===== src/rtl/hdmi_pkg.sv =====
// Shared types and constants for the HDMI transmitter pixel path.
// Frame geometry, pixel/SRAM widths and the pixel-fetch FSM state encoding.
package hdmi_pkg;

  typedef enum logic [1:0] {
    IDLE  = 2'd0,
    RD_LO = 2'd1,
    RD_HI = 2'd2,
    DONE  = 2'd3
  } fetch_state_e;

  localparam int FRAME_PIXELS = 307200;
  localparam int PIXEL_W      = 24;
  localparam int SRAM_DW      = 16;
  localparam int PIX_ADDR_W   = 20;

endpackage


===== src/rtl/flex_counter.sv =====
// Wait-state counter: counts enabled cycles from 0 up to rollover_val, then wraps to 0.
// rollover_flag is combinational and is high while the count sits at rollover_val.
module flex_counter #(
  parameter int NUM_CNT_BITS = 4
) (
  input  logic                    clk,
  input  logic                    n_rst,
  input  logic                    clear,
  input  logic                    count_enable,
  input  logic [NUM_CNT_BITS-1:0] rollover_val,
  output logic [NUM_CNT_BITS-1:0] count_out,
  output logic                    rollover_flag
);

  logic [NUM_CNT_BITS-1:0] count_q, count_d;

  always_comb begin
    count_d = count_q;
    if (clear) begin
      count_d = '0;
    end else if (count_enable) begin
      if (count_q == rollover_val) count_d = '0;
      else                         count_d = count_q + 1'b1;
    end
  end

  always_ff @(posedge clk or negedge n_rst) begin
    if (!n_rst) count_q <= '0;
    else        count_q <= count_d;
  end

  assign count_out     = count_q;
  assign rollover_flag = (count_q == rollover_val);

endmodule


===== src/rtl/sram_pixel_fetch.sv =====
// Fetches one 24-bit pixel as two 16-bit SRAM words; data_ready pulses 2*(WAIT_STATES+1)+1 cycles after a request.
// One request can wait in a pending slot while busy; further requests are dropped and flagged in req_overflow.
module sram_pixel_fetch
  import hdmi_pkg::*;
#(
  parameter int WAIT_STATES  = 1,
  parameter int FRAME_PIXELS = hdmi_pkg::FRAME_PIXELS
) (
  input  logic        clk,
  input  logic        n_rst,
  input  logic        read_request,
  input  logic [19:0] address_line,
  input  logic [15:0] sram_data,
  output logic [20:0] sram_addr,
  output logic        sram_ce_n,
  output logic        sram_oe_n,
  output logic [23:0] data_line,
  output logic        data_ready,
  output logic        frame_done,
  output logic        busy,
  output logic        req_overflow
);

  localparam int CNT_W = (WAIT_STATES > 0) ? $clog2(WAIT_STATES + 1) : 1;

  fetch_state_e                  state_q, state_d;
  logic [PIX_ADDR_W-1:0]         cur_addr_q, cur_addr_d;
  logic                          slot_vld_q, slot_vld_d;
  logic [PIX_ADDR_W-1:0]         slot_addr_q, slot_addr_d;
  logic [SRAM_DW-1:0]            pixel_lo_q, pixel_lo_d;
  logic [PIXEL_W-1:0]            data_line_q, data_line_d;
  logic                          overflow_q, overflow_d;

  logic                          reading;
  logic                          cnt_clear;
  logic                          wait_done;
  logic [CNT_W-1:0]              cnt_value;

  assign reading = (state_q == RD_LO) || (state_q == RD_HI);

  // Restart the wait-state count whenever a word read begins, including DONE -> RD_LO.
  assign cnt_clear = (state_d != state_q) && ((state_d == RD_LO) || (state_d == RD_HI));

  flex_counter #(
    .NUM_CNT_BITS (CNT_W)
  ) u_wait_cnt (
    .clk           (clk),
    .n_rst         (n_rst),
    .clear         (cnt_clear),
    .count_enable  (reading),
    .rollover_val  (CNT_W'(WAIT_STATES)),
    .count_out     (cnt_value),
    .rollover_flag (wait_done)
  );

  always_comb begin
    state_d     = state_q;
    cur_addr_d  = cur_addr_q;
    slot_vld_d  = slot_vld_q;
    slot_addr_d = slot_addr_q;
    pixel_lo_d  = pixel_lo_q;
    data_line_d = data_line_q;
    overflow_d  = overflow_q;

    if (reading && read_request) begin
      if (!slot_vld_q) begin
        slot_vld_d  = 1'b1;
        slot_addr_d = address_line;
      end else begin
        overflow_d = 1'b1;
      end
    end

    unique case (state_q)
      IDLE: begin
        if (read_request) begin
          cur_addr_d = address_line;
          state_d    = RD_LO;
        end
      end
      RD_LO: begin
        if (wait_done) begin
          pixel_lo_d = sram_data;
          state_d    = RD_HI;
        end
      end
      RD_HI: begin
        if (wait_done) begin
          data_line_d = {sram_data[7:0], pixel_lo_q};
          state_d     = DONE;
        end
      end
      DONE: begin
        // The slot is freed as it is consumed, so a request this cycle refills it.
        if (slot_vld_q) begin
          cur_addr_d  = slot_addr_q;
          slot_vld_d  = read_request;
          slot_addr_d = read_request ? address_line : slot_addr_q;
          state_d     = RD_LO;
        end else if (read_request) begin
          cur_addr_d = address_line;
          state_d    = RD_LO;
        end else begin
          state_d = IDLE;
        end
      end
      default: state_d = IDLE;
    endcase
  end

  always_ff @(posedge clk or negedge n_rst) begin
    if (!n_rst) begin
      state_q     <= IDLE;
      cur_addr_q  <= '0;
      slot_vld_q  <= 1'b0;
      slot_addr_q <= '0;
      pixel_lo_q  <= '0;
      data_line_q <= '0;
      overflow_q  <= 1'b0;
    end else begin
      state_q     <= state_d;
      cur_addr_q  <= cur_addr_d;
      slot_vld_q  <= slot_vld_d;
      slot_addr_q <= slot_addr_d;
      pixel_lo_q  <= pixel_lo_d;
      data_line_q <= data_line_d;
      overflow_q  <= overflow_d;
    end
  end

  assign sram_addr    = reading ? {cur_addr_q, (state_q == RD_HI)} : '0;
  assign sram_ce_n    = !reading;
  assign sram_oe_n    = !reading;
  assign data_line    = data_line_q;
  assign data_ready   = (state_q == DONE);
  assign frame_done   = (state_q == DONE) && (cur_addr_q[18:0] == 19'(FRAME_PIXELS - 1));
  assign busy         = (state_q != IDLE);
  assign req_overflow = overflow_q;

  // The upper byte of the high word carries no pixel data.
  logic unused_bits;
  assign unused_bits = ^{sram_data[15:8], cnt_value};

endmodule


===== config.mk =====
export PLATFORM = sky130hd
export DESIGN_NAME = sram_pixel_fetch
export DESIGN_NICKNAME = d
export VERILOG_FILES = /design/src/rtl/hdmi_pkg.sv /design/src/rtl/flex_counter.sv /design/src/rtl/sram_pixel_fetch.sv
export SDC_FILE = /design/constraint.sdc
export NUM_CORES = 1
export LEC_CHECK = 0
export CAP_MARGIN = 10
export CORE_MARGIN = 1.5
export CORE_UTILIZATION = 25
export DETAILED_ROUTE_END_ITERATION = 8
export PLACE_DENSITY = 0.43
export SYNTH_ARGS = -nofsm -noshare
export SYNTH_HDL_FRONTEND = slang
export SYNTH_HIERARCHICAL = 1
export SYNTH_SLANG_ARGS = --single-unit
export TNS_END_PERCENT = 5

===== constraint.sdc =====
create_clock -name clk -period 2.15 [get_ports clk]
set_input_delay 0.3225 -clock clk [delete_from_list [all_inputs] [get_ports clk]]
set_output_delay 0.3225 -clock clk [all_outputs]
set_load 0.02 [all_outputs]

==> impl_metrics.json <==
{
  "status": "finished, final reports clean",
  "syn_avg_cell_area_um2": 12.7,
  "grt_pass1_vias": 2679,
  "hp-class": "flop to flop",
  "overflow": 0,
  "hold_path_depth": 2,
  "gp_congestion": 0.692,
  "ys_warn_count": 6,
  "ys_ff_latch": 85,
  "regToRegSetupSlack_ns": 0.16,
  "first_iter_violations": 90,
  "dr_total_vias": 2592,
  "nets": 439,
  "setup.worst_path.end_class": "output port",
  "h-tree-depth": 3,
  "fmax_mhz": 477,
  "power_uw": 8290,
  "dpl.hpwl_mm": 5.86,
  "rsz0062_at_grt": "true",
  "ir_drop_mv": 0.631,
  "numCtsBuffers": 9,
  "cp_slowest_cell": "dfrtp_1",
  "cts_tree": "done",
  "clockBufferDepth": 2,
  "finalCritPeriodShare_pct": 97.5,
  "io_buffers": 89,
  "worstReg2RegEnd": "slot_addr_q[2]",
  "die_w_um": 124,
  "synthCells": 290,
  "hp-start": "cur_addr_q[19]",
  "worstSetupPathType": "flop to output port",
  "synth_top_cell_by_area": "dfrtp_1",
  "r2r-start": "state_q[0]",
  "grt_pass1_wl_mm": 14.2,
  "yosysSeqAreaShare_pct": 57.9,
  "drv_cap": 0,
  "yosysTopAreaCellShare_pct": 57.9,
  "ys_top_cells_by_area": "dfrtp_1 (58%), mux2_2 (19%), a22oi_1 (4.1%)",
  "drtPass1Iterations": 4,
  "final.setup.worst_slack_ns": 0.0544,
  "finalSetupTns_ns": 0,
  "clk_latency_ns": 0.34,
  "grtUsageTotal_pct": 11.6,
  "maxSlewViolCount": 0,
  "post-cts-setup-buffer-count": 0,
  "p_leak_uw": 0.00227,
  "synth_nets": 336,
  "antenna_found_initial": 0,
  "setup_violations": 0,
  "syn2layout_area_growth_pct": 40.4,
  "critPathMaxFanout": 31,
  "start_util_pct": 25.5,
  "min_to": "cur_addr_q[19]",
  "cpMostUsedCell": "inv_1",
  "start_kind": "flop",
  "routed_wirelength_mm": 8.52,
  "dp_slack_ns": 0.0838,
  "cp_data_arrival_time_ns": 1.77,
  "cts.clk_slew.worst_paths_ns": 0.06,
  "ant_nets": 0,
  "clock_skew_ns": 0.00669,
  "core-area_mm2": 0.0144,
  "power_density_mw_per_mm2": 1610,
  "io_pins": 90,
  "n_antenna_cell": 0,
  "synth_cell_types": 31,
  "dieArea_mm2": 0.0154,
  "fill_cells": 1460,
  "drc": 0,
  "synth_area_mm2": 0.00367,
  "die_h_um": 124,
  "grt_max_degree": 38,
  "critPathRequiredTime_ns": 1.83,
  "cpPeakStageDelay_ns": 0.38,
  "avgViaCountPerCell": 4.47,
  "root_buffer": "clkbuf_16",
  "cts_sinks": 85,
  "drive_above_1_share_pct": 29.3,
  "crit_path_cell_trace": "inv_1, ha_1, buf_12, inv_1, dlygate4sd2_1",
  "ff2ff_path_depth": 8,
  "wl_per_cell_um": 14.7,
  "period_needed_ns": 2.10,
  "hold_violations": 0,
  "placement_rows": 44
}
layer usage:
layer,global-route usage [%],wire (µm)
met1,15.5,4070
met2,17.1,3770
met3,3.92,518
met4,5.21,159
met5,0,0
final cells by class:
type                            instances  area (µm²)  area share, %
Clock inverter                          2        60.1           1.16
Sequential cell                        85        2130           41.3
Tap cell                              184         230           4.46
Inverter                                6        22.5          0.437
Timing Repair Buffer                  108        1010           19.6
Multi-Input combinational cell        183        1470           28.5
Clock buffer                           12         236           4.59
report_power, final:
part	internal [µW]	leakage, µW	total (µW)	switching [µW]
logic	1950	0.00110	3860	1920
clock network	1010	0.000143	1600	597
registers	2400	0.00102	2830	423
critical path, delay by kind of cell (launching register included):
kind,cells,cell delay [ns]
buf+inv,4,0.70
flops,1,0.38
fa+ha+maj,1,0.35
stage by stage:
step	cell area, µm²	cells	hold WS [ns]	utilization (%)
2_1_floorplan	3670	290	0.0269	-
3_3_place_gp	4940	565	0.326	34.2
3_5_place_dp	4940	565	0.323	34.2
4_1_cts	5220	580	0.480	36.2
5_1_grt	5160	580	0.512	35.7
6_report	5160	580	0.478	35.7
state kept, by name, indices dropped and copies added (netlist names):
name and count:
data_line 24, cur_addr_q 20, slot_addr_q 20, pixel_lo_q 16, state_q 2, req_overflow 1
slot_vld_q 1, u_wait_cnt/count_out 1
worst max-delay path by stage:
| stage | startpoint | slack (ns) | endpoint |
|---|---|---|---|
| 2_1_floorplan | state_q[0] | 0.17 | slot_addr_q[0] |
| 3_3_place_gp | state_q[0] | 0.10 | u_wait_cnt/count_out |
| 3_5_place_dp | cur_addr_q[16] | 0.08 | frame_done |
| 4_1_cts | state_q[0] | 0.007 | sram_addr[16] |
| 5_1_grt | state_q[0] | -0.08 | sram_ce_n |
| 6_report | state_q[0] | 0.05 | sram_oe_n |
synth_stat cells:
cell type and number:
nor4bb_1 1, o21ai_0 24, and2_0 1, o21bai_1 1
nand2b_1 1, dfrtp_1 85, o211a_1 1, inv_1 6
nor2_1 3, a221oi_1 1, nand2_1 22, nor4_1 1
a22oi_1 20, or4_1 2, a21boi_0 1, mux2_2 61
o21a_1 1, nand4_1 3, buf_4 1, nand4b_1 1
buf_1 2, nor3_1 1, nor2b_1 3, a31o_2 1
mux2i_1 3, clkbuf_1 10, and2_1 21, o31ai_1 1
ha_1 7, buf_2 3, conb_1 1
logic make-up (layout without fill, tap and decap cells):
group	count (synthesis)	after routing	share of synthesized area (%)
other	1	1	0.102
flip-flops	85	85	57.9
adder cells (fa/ha/maj)	7	7	2.38
multiplexers	64	64	19.5
buffers and inverters	22	128	2.45
AND/OR/NAND/NOR	60	60	8.72
AO/OA/AOI/OAI	51	51	8.92
layout by cell type (no fill, tap or decap), types with 3 or more instances in the layout:
master	instances
nor2b_1	3
clkbuf_2	20
nand2_1	22
o21ai_0	22
a22oi_1	20
clkbuf_16	9
dfrtp_1	85
nor2_1	3
clkdlybuf4s50_1	64
buf_12	6
mux2i_1	3
clkbuf_1	3
inv_1	6
mux2_2	61
nand4_1	3
and2_1	20
ha_1	6
buf_4	13
timing repair:
action	in CTS	in global routing
pin swaps	0	0
hold endpoints to repair	34	0
hold buffers	1	0
endpoints found under the setup margin	23	25
resized for setup	23	46
Note: power is estimated with default switching activity, not from simulation.
